[src/rtl/ltssm_pkg.sv]
// Shared LTSSM definitions: ordered-set width, one-hot speed bit positions,
// per-speed emission intervals and the pacer state encoding.
package ltssm_pkg;

   localparam int TS_W = 128;

   localparam int SPD_GEN1 = 0;
   localparam int SPD_GEN2 = 1;
   localparam int SPD_GEN3 = 2;
   localparam int SPD_GEN4 = 3;
   localparam int SPD_GEN5 = 4;

   localparam int GAP_GEN1 = 64;
   localparam int GAP_GEN2 = 32;
   localparam int GAP_GEN3 = 16;
   localparam int GAP_GEN4 = 8;
   localparam int GAP_GEN5 = 4;

   typedef enum logic [1:0] {
      ST_IDLE = 2'd0,
      ST_EMIT = 2'd1,
      ST_WAIT = 2'd2
   } pacer_state_t;

   // Lowest set speed bit wins; no valid speed bit falls back to the Gen1 interval.
   function automatic logic [6:0] speed2gap(logic [5:0] speed);
      logic [6:0] gap;
      if (speed[SPD_GEN1])      gap = 7'(GAP_GEN1);
      else if (speed[SPD_GEN2]) gap = 7'(GAP_GEN2);
      else if (speed[SPD_GEN3]) gap = 7'(GAP_GEN3);
      else if (speed[SPD_GEN4]) gap = 7'(GAP_GEN4);
      else if (speed[SPD_GEN5]) gap = 7'(GAP_GEN5);
      else                      gap = 7'(GAP_GEN1);
      return gap;
   endfunction

endpackage

[src/rtl/ts_fifo.sv]
// Synchronous ordered-set FIFO with occupancy-based full/empty, flush, and
// write-through to the read port when empty so an idle pacer emits next cycle.
module ts_fifo #(
   parameter int DEPTH = 4,
   parameter int W     = 128
) (
   input  logic                   clk,
   input  logic                   rst,
   input  logic                   wr_en,
   input  logic [W-1:0]           wr_data,
   input  logic                   rd_en,
   input  logic                   flush,
   output logic [W-1:0]           rd_data,
   output logic                   full,
   output logic                   empty,
   output logic [$clog2(DEPTH):0] cnt
);
   localparam int AW = $clog2(DEPTH);
   localparam int CW = AW + 1;

   logic [W-1:0]  mem [DEPTH];
   logic [AW-1:0] wr_ptr;
   logic [AW-1:0] rd_ptr;
   logic          push;
   logic          pop;

   assign full    = (cnt == CW'(DEPTH));
   assign empty   = (cnt == '0);
   assign push    = wr_en && !full && !flush;
   assign pop     = rd_en && !flush && (!empty || push);
   assign rd_data = empty ? wr_data : mem[rd_ptr];

   always_ff @(posedge clk) begin
      if (push) mem[wr_ptr] <= wr_data;
   end

   always_ff @(posedge clk) begin
      if (!rst) begin
         wr_ptr <= '0;
         rd_ptr <= '0;
         cnt    <= '0;
      end else if (flush) begin
         // Realign the read pointer so the emptied FIFO starts clean.
         rd_ptr <= wr_ptr;
         cnt    <= '0;
      end else begin
         if (push) wr_ptr <= wr_ptr + AW'(1);
         if (pop)  rd_ptr <= rd_ptr + AW'(1);
         if (push && !pop)      cnt <= cnt + CW'(1);
         else if (pop && !push) cnt <= cnt - CW'(1);
      end
   end

endmodule

[src/rtl/lane_tx_pacer.sv]
// Per-lane transmit pacer: queues ordered sets and releases one per speed
// interval, modelling serial-line throughput between two simulated LTSSMs.
//
// state   | meaning
// --------+-------------------------------------------------------------
// ST_IDLE | nothing emitted last cycle, gap is 0; emits as soon as data
// ST_EMIT | a TS was popped last cycle; ts_out_vld is high
// ST_WAIT | gap != 0, counting down the current interval
module lane_tx_pacer #(
   parameter int DEPTH = 4,
   parameter int TS_W  = ltssm_pkg::TS_W
) (
   input  logic                   clk,
   input  logic                   rst,
   input  logic [TS_W-1:0]        ts_in,
   input  logic                   ts_in_vld,
   output logic                   fifo_full,
   input  logic [5:0]             curr_speed,
   input  logic                   flush,
   output logic [TS_W-1:0]        ts_out,
   output logic                   ts_out_vld,
   output logic                   ovf_err,
   output logic [$clog2(DEPTH):0] fifo_cnt
);
   import ltssm_pkg::*;

   pacer_state_t    state_q;
   pacer_state_t    state_d;
   logic [5:0]      gap_q;
   logic [5:0]      gap_d;
   logic            emit;
   logic            fifo_empty;
   logic [TS_W-1:0] head;

   ts_fifo #(.DEPTH(DEPTH), .W(TS_W)) u_fifo (
      .clk     (clk),
      .rst     (rst),
      .wr_en   (ts_in_vld),
      .wr_data (ts_in),
      .rd_en   (emit),
      .flush   (flush),
      .rd_data (head),
      .full    (fifo_full),
      .empty   (fifo_empty),
      .cnt     (fifo_cnt)
   );

   always_comb begin
      state_d = ST_IDLE;
      gap_d   = gap_q;
      emit    = 1'b0;
      if (flush) begin
         gap_d   = '0;
         state_d = ST_IDLE;
      end else if (gap_q == '0) begin
         // Speed is sampled only here, so an interval in flight is never resized.
         if (!fifo_empty || (ts_in_vld && !fifo_full)) begin
            emit    = 1'b1;
            gap_d   = 6'(speed2gap(curr_speed) - 7'd1);
            state_d = ST_EMIT;
         end
      end else begin
         gap_d   = gap_q - 6'd1;
         state_d = (gap_d != '0) ? ST_WAIT : ST_IDLE;
      end
   end

   always_ff @(posedge clk) begin
      if (!rst) begin
         state_q <= ST_IDLE;
         gap_q   <= '0;
         ts_out  <= '0;
         ovf_err <= 1'b0;
      end else begin
         state_q <= state_d;
         gap_q   <= gap_d;
         if (emit) ts_out <= head;
         if (ts_in_vld && fifo_full && !flush) ovf_err <= 1'b1;
      end
   end

   assign ts_out_vld = (state_q == ST_EMIT);

endmodule

[config.mk]
export PLATFORM = sky130hd
export DESIGN_NAME = lane_tx_pacer
export DESIGN_NICKNAME = d
export VERILOG_FILES = /design/src/rtl/ltssm_pkg.sv /design/src/rtl/ts_fifo.sv /design/src/rtl/lane_tx_pacer.sv
export SDC_FILE = /design/constraint.sdc
export NUM_CORES = 1
export LEC_CHECK = 0
export ABC_CLOCK_PERIOD_IN_PS = 13100
export CAP_MARGIN = 20
export CORE_AREA = 3 3 253 255
export DETAILED_ROUTE_END_ITERATION = 16
export DIE_AREA = 0 0 256 258
export GPL_TIMING_DRIVEN = 0
export PLACE_DENSITY = 0.59
export SYNTH_ARGS = -nofsm -noshare
export SYNTH_HDL_FRONTEND = slang
export SYNTH_SLANG_ARGS = --single-unit
[constraint.sdc]
create_clock -name clk -period 13.1 [get_ports clk]
set_clock_uncertainty 0.2 [all_clocks]
set_input_delay 1.31 -clock clk [delete_from_list [all_inputs] [get_ports clk]]
set_output_delay 1.31 -clock clk [all_outputs]
set_load 0.01 [all_outputs]
# After elaboration in Yosys (flattened, before gate mapping)
# Memory sizes are Yosys's and may differ from the RTL's. A register that Yosys moved wholly into a read port is not among the register bits.
# Cells that the tools add are included.
# word_totals
out_inout_bits	134
wordCells	66
in_bits	138
ff_bits	144
mem_count	1
ram_bits	512
# classes
n_eq_ne	3
bitwise	2
n_addsub	6
n_reduce_logical	22
muxes	25
# memory_table
name	words	width	rd	rd_clocked_by_memory_dff	wr	line_no	source
u_fifo.mem	4	128	1	1	1	ts_fifo.sv:21	logic [W-1:0] mem [DEPTH];
# op_table
operator	n
$mux W128	1
$mux W6	9
$mux W2	6
$sub A6 B1 Y6 const B	2
$mux W3	3
$logic_and A1 B1 Y1	8
$logic_not A6 Y1	1
$mux W1	6
$reduce_bool A6 Y1	1
$logic_not A1 Y1	5
$add A2 B1 Y2 const B	2
$reduce_bool A2 Y1	2
$add A3 B1 Y3 const B	1
$eq A3 B3 Y1 const B	1
$logic_not A3 Y1	1
$sub A3 B1 Y3 const B	1
$eq A2 B1 Y1 const B	1
$logic_or A1 B1 Y1	2
$ne A2 B1 Y1 const B	1
$not A1 Y1	2
$reduce_and A2 Y1	1
$reduce_or A2 Y1	1

# Logic depth before layout (Yosys ltp)
# depth
depth_word	13
depth_mapped	13
mapped_depth_nobuf	10

# By module
# Synthesis repeated with hierarchy kept, for this count alone.
# unflattened
cells_unflattened	1497
area_unflattened_um2	25693.4
# modules_own_cells
module	area_per_inst_um2	seq_area_each_um2	cells_per_inst	instances
ts_fifo	20494.7	15554.9	866	1
lane_tx_pacer	5198.7	2742.6	631	1

# Worst setup path after synthesis
# OpenSTA, ideal clock, no wires.
# synth_timing
kind	input to register
from	input flush
to	memory u_fifo.mem[0][0] (enable)
n_path_buf	0
setup_ns	0.502
stages	2
t_arrival_ns	4.661
slack_ns	7.737
required_ns	12.398
path_cell_list	nor3b_2 -> and2_1
# synth_between
elab_chain_len	4
# synth_lines
item	line_no	source
start, declared	lane_tx_pacer.sv:19	input logic flush,
$logic_not A1 Y1	ts_fifo.sv:29	assign push = wr_en && !full && !flush;
$logic_and A1 B1 Y1	ts_fifo.sv:29	
$mux W1	ts_fifo.sv:34	if (push) mem[wr_ptr] <= wr_data;
$mux W1 (not written as such)	ts_fifo.sv:34	
end, declared	ts_fifo.sv:21	
# No other way between the ends.

# Worst setup path in the final report
# layout_timing
from	input ts_in_vld
to	register u_fifo.cnt[2]
# layout_between
elab_chain_len	10
word_cells_on_any_way	15
cone_classes	mux (4); reduce/logical (11)
# layout_lines
item	line_no	source
start, declared	lane_tx_pacer.sv:16	input logic ts_in_vld,
$logic_and A1 B1 Y1 *	ts_fifo.sv:29, lane_tx_pacer.sv:57	
$logic_or A1 B1 Y1	lane_tx_pacer.sv:57	if (!fifo_empty || (ts_in_vld && !fifo_full)) begin
$mux W1	lane_tx_pacer.sv:57	
$mux W1	lane_tx_pacer.sv:55	end else if (gap_q == '0) begin
$mux W1	lane_tx_pacer.sv:52	if (flush) begin
$logic_and A1 B1 Y1 (2 in a row)	ts_fifo.sv:30	assign pop = rd_en && !flush && (!empty || push);
$logic_not A1 Y1	ts_fifo.sv:49	if (push && !pop) cnt <= cnt + CW'(1);
$logic_and A1 B1 Y1	ts_fifo.sv:49	
$mux W3 / $reduce_bool A2 Y1 (equally long branches)	-	
end signal, assigned	ts_fifo.sv:49	
end signal, assigned	ts_fifo.sv:50	else if (pop && !push) cnt <= cnt - CW'(1);
end, declared	ts_fifo.sv:16	output logic [$clog2(DEPTH):0] cnt
# Every way passes the cells marked *; elsewhere a longest branch is shown, timed or not.
# A chain may end at the register's enable or synchronous reset.

==> impl_metrics.json <==
{
  "status": "finished clean",
  "port_buffers": 269,
  "synth_seq_cells": 658,
  "initial_core_util": 0.400,
  "cts_tree": "done",
  "drtPass1Iterations": 5,
  "synth.distinct_cells": 36,
  "drc": 0,
  "layout.nets": 1986,
  "syn_nets": 1633,
  "critPathBufInv": 6,
  "cp_top_family": "buffers and inverters",
  "grt_overflow": 0,
  "cts-hold-fix-buffers": 0,
  "fp.dieW_um": 256,
  "hold-worst-slack_ns": 0.323,
  "worstSetupPathType": "primary input to flop",
  "clk_path_buf_depth": 3,
  "irDropWorstVdd_mv": 0.110,
  "cp.required_ns": 13.43,
  "crit_chain": "clkdlybuf4s50_1, nor4_4, and4bb_1, buf_4, buf_2, buf_2, inv_1, ha_1, inv_1, fa_1, xor2_1, or3_1, a21oi_1",
  "cp_max_fo": 10,
  "drtIter0Drc": 1099,
  "synth_area_um2": 24700,
  "drive_gt1_frac": 0.151,
  "io_pins": 272,
  "antenna_found_initial": 9,
  "synth_ff_type": "edfxtp_1",
  "num_vias": 14300,
  "area_growth_pct": 25.5,
  "p_leak_nw": 10.2,
  "final_common_cell": "edfxtp_1",
  "grt_pass1_wl_mm": 92.2,
  "finalSetupTns_ns": 0,
  "insertion_delay_ns": 0.61,
  "post-cts-setup-buffers": 0,
  "place_hpwl_mm": 38.5,
  "ys_warn_count": 0,
  "postSynthCellCount": 1485,
  "cts-root-buf": "clkbuf_16",
  "hold-path-cell-count": 2,
  "fmax_mhz": 242,
  "finalPower_mw": 5.33,
  "clk_pin_slew_ns": 0.06,
  "synth_edf_count": 512,
  "fin_crit_sh": 0.315,
  "worst-path-stages": 13,
  "layout.core_utilization": 0.502,
  "worstSetupEndpointType": "flop",
  "avgSynthCellArea_um2": 16.6,
  "cts.sinks": 658,
  "vias_per_cell": 5.23,
  "track_usage": 0.184,
  "htreeDepth": 3,
  "rows": 91,
  "final_cell_mix": "512 x edfxtp_1, 269 x clkdlybuf4s50_1, 259 x nand2_1",
  "seq_area_frac_synth": 0.740,
  "finalSetupViolCount": 0,
  "core_area_um2": 61800,
  "die-area_um2": 66000,
  "worstPathArrival_ns": 4.46,
  "drt_wl_total_mm": 61.0,
  "tightest_slew_ns": 1.15,
  "r2r_cells": 12,
  "grt_max_degree": 54,
  "setup.worst_path.start_class": "primary input",
  "slew-limit-headroom": 0.231,
  "critPathSlowestCell": "clkdlybuf4s50_1",
  "async_flop_share": 0,
  "ctsResizeCount": 0,
  "avgRoutedWirePerCell_um": 22.3,
  "hold_path.class": "flop to flop",
  "ant_nets": 0,
  "gp_congestion": 0.755,
  "drv_slew": 0,
  "power_density_nw_per_um2": 172,
  "period_needed_ns": 4.12,
  "rrSetupSlack_ns": 9.65,
  "dieHeight_um": 258,
  "cap_violations": 0,
  "cts_buffers": 71,
  "grt_pass1_vias": 15000,
  "max_stage_delay_ns": 0.51,
  "hold_violations": 0,
  "grt_setup_unrepaired": "false"
}
==> final timing paths <==
path                                     end                       start
hold / removal      ts_out[105]$_SDFFE_PN0P_    ts_out[105]$_SDFFE_PN0P_
hold reg to reg     ts_out[105]$_SDFFE_PN0P_    ts_out[105]$_SDFFE_PN0P_
setup reg to reg  u_fifo.cnt[2]$_SDFFE_PP0P_  u_fifo.cnt[0]$_SDFFE_PP0P_
setup / recovery  u_fifo.cnt[2]$_SDFFE_PP0P_                   ts_in_vld
==> flip-flops by register name, indices dropped and copies added, names as in the netlist, named ones only <==
register / count
u_fifo.wr_ptr: 2
gap_q: 6
u_fifo.cnt: 3
u_fifo.rd_ptr: 2
u_fifo.mem: 512
state_q: 2
ovf_err: 1
ts_out: 128
==> metal layers <==
metal | vias to the layer above | part of all wire | GRT usage
met5 | - | 0.00061 | 0
met4 | 6 | 0.015 | 0.0500
met3 | 55 | 0.061 | 0.0431
met2 | 377 | 0.51 | 0.317
met1 | 7365 | 0.42 | 0.235
li1 | 6512 | - | -
==> cells in the mapped netlist, drive strengths merged (5+ instances only) <==
library cell | instances | area share
nand2 | 259 | 0.039
buf | 43 | 0.012
o21ai | 132 | 0.027
clkbuf | 57 | 0.0087
nor3b | 5 | 0.0017
xor2 | 6 | 0.0021
a31oi | 130 | 0.033
mux4 | 128 | 0.12
edfxtp | 512 | 0.62
inv | 8 | 0.0012
nor2 | 11 | 0.0017
and2 | 6 | 0.0015
dfxtp | 146 | 0.12
ha | 9 | 0.0046
==> through the flow <==
| step | std cells | setup slack [ns] | area [um^2] |
|---|---|---|---|
| floorplan | 1485 | 7.74 | 24700 |
| global placement | 2591 | 4.22 | 28500 |
| detailed placement | 2602 | 8.40 | 28700 |
| CTS | 2734 | 9.04 | 31000 |
| global route | 2736 | 8.86 | 31000 |
| finish | 2739 | 8.98 | 31000 |
==> worst min-delay path: cells and delay by family (launching register included) <==
family | cells | cell delay (ns)
DFF | 1 | 0.31
AOI/OAI and AO/OA | 2 | 0.17
==> cells by family after synthesis <==
family | after synthesis | synth area share
buffers and inverters | 108 | 0.0216
and+or+nand+nor | 297 | 0.0496
adders and majority gates | 10 | 0.00536
xor gates and xnor gates | 9 | 0.00319
muxes | 131 | 0.118
DFF | 658 | 0.740
AOI/OAI and AO/OA | 272 | 0.0624
==> power by group <==
part	internal (mW)	leakage [nW]	total (mW)	switching, mW
logic	0.412	3.27	0.911	0.499
registers	2.39	5.84	2.46	0.0749
clock network	1.15	1.12	1.95	0.804
==> layout make-up <==
cell class / instances / area (um^2)
multi-input combinational: 719 / 5900
buffer: 100 / 504
fill: 5199 / 30800
inverter: 8 / 30.0
tap: 837 / 1050
sequential: 658 / 18300
clock buffer: 104 / 2000
clock inverter: 28 / 287
timing repair buffer: 280 / 2950
antenna: 5 / 12.5
Note: power is estimated with default switching activity, not from simulation.
